### config.mk
export PLATFORM = sky130hd
export DESIGN_NAME = rvh_l1d_refill_way_alloc
export DESIGN_NICKNAME = d
export VERILOG_FILES = /design/src/rtl/rvh_l1d_refill_way_alloc.sv
export SDC_FILE = /design/constraint.sdc
export NUM_CORES = 1
export LEC_CHECK = 0
export ABC_AREA = 1
export CORE_MARGIN = 4
export CORE_UTILIZATION = 41
export CTS_BUF_LIST = sky130_fd_sc_hd__clkbuf_2 sky130_fd_sc_hd__clkbuf_4 sky130_fd_sc_hd__clkbuf_8
export DETAILED_ROUTE_END_ITERATION = 6
export PLACE_DENSITY_LB_ADDON = 0.25
export SLEW_MARGIN = 10
export SYNTH_ARGS = -nofsm -noshare
export SYNTH_HDL_FRONTEND = slang
export SYNTH_SLANG_ARGS = --single-unit
### constraint.sdc
create_clock -name clk -period 1.8 [get_ports clk]
set_clock_uncertainty 0.15 [all_clocks]
set_input_delay 0.36 -clock clk [delete_from_list [all_inputs] [get_ports clk]]
set_output_delay 0.36 -clock clk [all_outputs]
set_load 0.1 [all_outputs]
### src/rtl/rvh_l1d_refill_way_alloc.sv
// Refill way allocator for one L1D bank. Picks a free way or reserves and evicts a victim, then commits MESI.
// Victim policy: global round-robin by default, per-set tree-PLRU when L1D_REFILL_PLRU_EN is defined.
//
// state    | meaning
// IDLE     | ready for a refill request
// PEEK     | LST peek of the registered set, choose free way or victim
// RESERVE  | victim reservation via LST check handshake
// EVICT    | eviction request to the writeback path
// WAIT_ACK | waiting for the eviction completion pulse
// WRITE    | LST s0 MESI write and allocation completion
module rvh_l1d_refill_way_alloc #(
  parameter int SET_IDX_W = 6,
  parameter int WAY_NUM   = 4,
  parameter int WAY_IDX_W = $clog2(WAY_NUM)
) (
  input  logic                   clk,
  input  logic                   rstn,
  input  logic                   refill_req_valid,
  output logic                   refill_req_ready,
  input  logic [SET_IDX_W-1:0]   refill_req_set_idx,
  input  logic [1:0]             refill_req_mesi,
  output logic [SET_IDX_W-1:0]   lst_peek_set_idx,
  input  logic [WAY_NUM*2-1:0]   lst_peek_mesi_sta,
  input  logic [WAY_IDX_W-1:0]   lst_peek_avail_way,
  output logic                   lst_check_valid,
  input  logic                   lst_check_ready,
  output logic [SET_IDX_W-1:0]   lst_check_set_idx,
  output logic [WAY_IDX_W-1:0]   lst_check_way_idx,
  output logic                   evict_valid,
  input  logic                   evict_ready,
  output logic [SET_IDX_W-1:0]   evict_set_idx,
  output logic [WAY_IDX_W-1:0]   evict_way_idx,
  output logic                   evict_dirty,
  input  logic                   evict_done,
  output logic                   lst_wr_en,
  output logic [SET_IDX_W-1:0]   lst_wr_set_idx,
  output logic [WAY_IDX_W-1:0]   lst_wr_way_idx,
  output logic [1:0]             lst_wr_mesi,
  output logic                   alloc_done,
  output logic [WAY_IDX_W-1:0]   alloc_way_idx
);

  typedef enum logic [2:0] {
    S_IDLE, S_PEEK, S_RESERVE, S_EVICT, S_WAIT_ACK, S_WRITE
  } state_t;

  state_t                state;
  logic [SET_IDX_W-1:0]  set_q;
  logic [WAY_IDX_W-1:0]  way_q;
  logic [1:0]            mesi_q;
  logic                  peek_free;
  logic [1:0]            victim_mesi;
  logic [WAY_IDX_W-1:0]  victim_way;

  // All index/data outputs are the request registers; only the strobes are decoded.
  assign lst_peek_set_idx  = set_q;
  assign lst_check_set_idx = set_q;
  assign lst_check_way_idx = way_q;
  assign evict_set_idx     = set_q;
  assign evict_way_idx     = way_q;
  assign lst_wr_set_idx    = set_q;
  assign lst_wr_way_idx    = way_q;
  assign lst_wr_mesi       = mesi_q;
  assign alloc_way_idx     = way_q;

  always_comb begin
    peek_free   = 1'b0;
    victim_mesi = 2'd0;
    for (int i = 0; i < WAY_NUM; i++) begin
      if (lst_peek_mesi_sta[2*i +: 2] == 2'd0) peek_free = 1'b1;
      if (WAY_IDX_W'(i) == victim_way) victim_mesi = lst_peek_mesi_sta[2*i +: 2];
    end
  end

`ifdef L1D_REFILL_PLRU_EN
  localparam int SET_NUM = 1 << SET_IDX_W;

  logic [WAY_NUM-2:0] plru_q [SET_NUM];
  logic [WAY_NUM-2:0] plru_upd;

  // Heap-ordered tree: node n has children 2n+1 (bit 0, lower half) and 2n+2 (bit 1).
  always_comb begin
    logic [WAY_NUM-2:0] row;
    int node;
    row        = plru_q[set_q];
    node       = 0;
    victim_way = '0;
    for (int lvl = 0; lvl < WAY_IDX_W; lvl++) begin
      victim_way[WAY_IDX_W-1-lvl] = row[node];
      node = 2*node + 1 + int'(row[node]);
    end
  end

  always_comb begin
    int node;
    plru_upd = plru_q[set_q];
    node     = 0;
    for (int lvl = 0; lvl < WAY_IDX_W; lvl++) begin
      plru_upd[node] = ~way_q[WAY_IDX_W-1-lvl];
      node = 2*node + 1 + int'(way_q[WAY_IDX_W-1-lvl]);
    end
  end

  always_ff @(posedge clk or negedge rstn) begin
    if (!rstn) begin
      for (int s = 0; s < SET_NUM; s++) plru_q[s] <= '0;
    end else if (state == S_WRITE) begin
      plru_q[set_q] <= plru_upd;
    end
  end
`else
  logic [WAY_IDX_W-1:0] rr_ptr;
  assign victim_way = rr_ptr;
`endif

  always_ff @(posedge clk or negedge rstn) begin
    if (!rstn) begin
      state            <= S_IDLE;
      refill_req_ready <= 1'b1;
      set_q            <= '0;
      way_q            <= '0;
      mesi_q           <= '0;
      lst_check_valid  <= 1'b0;
      evict_valid      <= 1'b0;
      evict_dirty      <= 1'b0;
      lst_wr_en        <= 1'b0;
      alloc_done       <= 1'b0;
`ifndef L1D_REFILL_PLRU_EN
      rr_ptr           <= '0;
`endif
    end else begin
      case (state)
        S_IDLE: begin
          if (refill_req_valid && refill_req_ready) begin
            set_q            <= refill_req_set_idx;
            mesi_q           <= refill_req_mesi;
            refill_req_ready <= 1'b0;
            state            <= S_PEEK;
          end
        end
        S_PEEK: begin
          if (peek_free) begin
            way_q       <= lst_peek_avail_way;
            evict_dirty <= 1'b0;
            lst_wr_en   <= 1'b1;
            alloc_done  <= 1'b1;
            state       <= S_WRITE;
          end else begin
            way_q           <= victim_way;
            evict_dirty     <= (victim_mesi == 2'd3);
            lst_check_valid <= 1'b1;
`ifndef L1D_REFILL_PLRU_EN
            rr_ptr          <= rr_ptr + WAY_IDX_W'(1);
`endif
            state           <= S_RESERVE;
          end
        end
        S_RESERVE: begin
          if (lst_check_ready) begin
            lst_check_valid <= 1'b0;
            evict_valid     <= 1'b1;
            state           <= S_EVICT;
          end
        end
        S_EVICT: begin
          if (evict_ready) begin
            evict_valid <= 1'b0;
            state       <= S_WAIT_ACK;
          end
        end
        S_WAIT_ACK: begin
          if (evict_done) begin
            lst_wr_en  <= 1'b1;
            alloc_done <= 1'b1;
            state      <= S_WRITE;
          end
        end
        S_WRITE: begin
          lst_wr_en        <= 1'b0;
          alloc_done       <= 1'b0;
          refill_req_ready <= 1'b1;
          state            <= S_IDLE;
        end
        default: begin
          refill_req_ready <= 1'b1;
          state            <= S_IDLE;
        end
      endcase
    end
  end

  // A refill must never install an INVALID line.
  a_req_mesi_valid: assert property (@(posedge clk) disable iff (!rstn)
    (refill_req_valid && refill_req_ready) |-> (refill_req_mesi != 2'd0));

endmodule

==> results.toml <==
[run_status]
outcome = "complete, no violations"

[floorplanning]
die_y_um = 63.7
dieArea_mm2 = 0.00406
core_mm2 = 0.00285
boundaryPins = 64
dieWidth_um = 63.7
start_util_pct = 44.6
fp-row-count = 19

[layout]
fin_nets = 232
syn_to_final_growth_pct = 75.0
num-fill-cells = 177
final_cell_mix = "59 x nand2_1, 40 x buf_12, 23 x clkdlybuf4s50_1, 11 x inv_1, 10 x dfrtp_1"
layout_commonest_cell = "nand2_1"
diodes = 0
layout-drive-gt1-share_pct = 35.5

[yosys]
synthXorXnorAreaFrac_pct = 0.689
synth_top_family_by_area = "simple AND/OR/NAND/NOR gates"
syn_inst = 160
synthesis.area_mm2 = 0.00127
synth-seq-area-share_pct = 39.5
avgSynthCellArea_um2 = 7.95
synth_seq_cells = 20
synth.mux.area_fraction_pct = 0
yosys-top-cells-area = "dfrtp_1 37%, nand2_1 17%, buf_4 15%, ha_1 3.9%, inv_1 3.2%"
async_reset_ff_share_pct = 100
synth.largest_area_cell = "dfrtp_1"
synth-simple-area-share_pct = 32.0
yosysTopAreaCellShare_pct = 37.4
synth_flop_cell = "dfrtp_1"
synth_fa_ha_area_share_pct = 3.94
synth_compound_area_share_pct = 2.95
synth.distinct_cells = 28
synth_edf_count = 0
synth_warnings = 0
syn_nets = 188

[setup_path]
path_buf_inv = 2
worstPathCellList = "inv_1 -> ha_1 -> nand2_1 -> inv_1 -> nand2_1 -> nand2_1 -> nand2_1 -> nand2_1 -> nand2_1 -> nand2_1 -> nand2_1 -> nand2_1"
crit_arrival_ps = 1640
worst_setup_path_end_kind = "flip-flop"
cp_slowest_cell = "dfrtp_1"
cpPeakStageDelay_ps = 430
critPathTopFamily = "simple AND/OR/NAND/NOR gates"
required_ps = 1850
crit_type = "flip-flop to flip-flop"
path_common_cell = "nand2_1"
start_kind = "flip-flop"
critical_path.max_fanout = 4

[cts]
cts-buffers-inserted = 3
root_buffer = "clkbuf_4"
hold_buffers = 0
cts_tree = "done"
cts.htree.levels = 1
clkLatencyLatePin_ps = 300
post_cts_resized = 0
cts_setup_buffers = 0
clk_pin_slew_worst_paths_ps = 110
cts.sinks = 20
clockBufferDepth = 2

[sta]
hold_viol = 0
slew_violations = 0
rsz0062_at_grt = "false"
slew-limit-headroom_pct = 78.3
period_needed_ps = 1590
fmax_ghz = 0.630
tns_ps = 0
finalSetupViolations = 0
period_share_pct = 88.2
worst_pin_slew_ps = 325

[global_routing]
grt_max_degree = 21
grt_remaining_overflow = 0
grt_pass1_wl_um = 5750
antenna_found_initial = 0
first_global_vias = 1216
grtUsageTotal_pct = 18.1

[detailed_routing]
drc = 0
vias = 1140
vias_per_cell = 4.87
initialDrtViolationCount = 53
wl_per_cell_um = 14.5
totalWireLength_um = 3390
first_pass_iters = 4
antenna_left = 0

[placement]
hpwlAfterDp_um = 2850
gp_congestion = 0.765
port_buffers = 63

[hold_path]
hp-class = "primary input to asynchronous set/reset pin"

[job]
drv_cap = 0
[worst paths after layout]
| kind | startpoint | to | slack (ps) | depth (start not counted) |
|---|---|---|---|---|
| worst min register to register | refill_req_ready | refill_req_ready | 370 | 2 |
| worst max register to register | rr_ptr[0] | evict_dirty | 210 | 12 |
| worst min-delay path | rstn | evict_set_idx[4] | 230 | 2 |
| worst max-delay path | rr_ptr[0] | evict_dirty | 210 | 12 |
| min in group clk | refill_req_ready | refill_req_ready | 370 | 2 |
| max in group asynchronous | rstn | refill_req_ready | 1010 | 2 |
[flip-flops by register name, summed over array words and instances (netlist names)]
| name | flops |
|---|---|
| evict_set_idx | 6 |
| rr_ptr | 2 |
| evict_valid | 1 |
| refill_req_ready | 1 |
| lst_wr_mesi | 2 |
| alloc_done | 1 |
| state | 3 |
| alloc_way_idx | 2 |
| evict_dirty | 1 |
| lst_check_valid | 1 |
[kinds of logic after synthesis]
logic type,count (synthesis)
simple gates,85
buf+inv,44
flops,20
compound gates,6
fa+ha+maj,4
xor+xnor,1
[area by class of cell]
class / instances / area, um^2 / share of cell area [%]
Timing Repair Buffer: 64 / 1040 / 46.7
Sequential cell: 20 / 513 / 23.1
Multi-Input combinational cell: 96 / 503 / 22.6
Inverter: 19 / 78.8 / 3.54
Tap cell: 31 / 38.8 / 1.74
Clock inverter: 1 / 30.0 / 1.35
Clock buffer: 3 / 22.5 / 1.01
[worst reg2reg max path: stages (launching register included)]
cell     delay, ps
dfrtp_1        430
inv_1          110
ha_1           220
nand2_1         80
inv_1           50
nand2_1         60
nand2_1         50
nand2_1         50
nand2_1         50
nand2_1         60
nand2_1         60
nand2_1         60
nand2_1         50
[stage by stage]
stage	hold slack [ps]	cells	setup WS, ps	utilization [%]	instance area (um^2)
finish	227	234	212	78.0	2220
global route	228	234	134	78.0	2220
CTS	226	234	215	78.0	2220
detailed placement	354	230	27.3	76.1	2170
global placement	347	230	82.7	76.1	2170
floorplan	-85.6	160	50.7	-	1280
[routing by layer]
| metal | vias up | global-route usage [%] | part of all wire (%) | wire, um |
|---|---|---|---|---|
| li1 | 555 | - | - | - |
| met4 | 0 | 7.28 | 1.5 | 52 |
| met2 | 60 | 32.3 | 54 | 1820 |
| met5 | - | 0 | 0 | 0 |
| met1 | 519 | 21.8 | 39 | 1320 |
| met3 | 6 | 2.13 | 5.7 | 194 |
[cells in the mapped netlist (2+ instances only)]
master and number:
a21oi_1 2, buf_4 25, dfrtp_1 19, ha_1 4, inv_1 11, inv_2 5, nand2_1 59, nand3_1 6
nand3_2 3, nor2_1 8
Power is left out: the tool's default activity adds up to more than one toggle a clock period on the data nets, which glitch-free logic cannot reach.
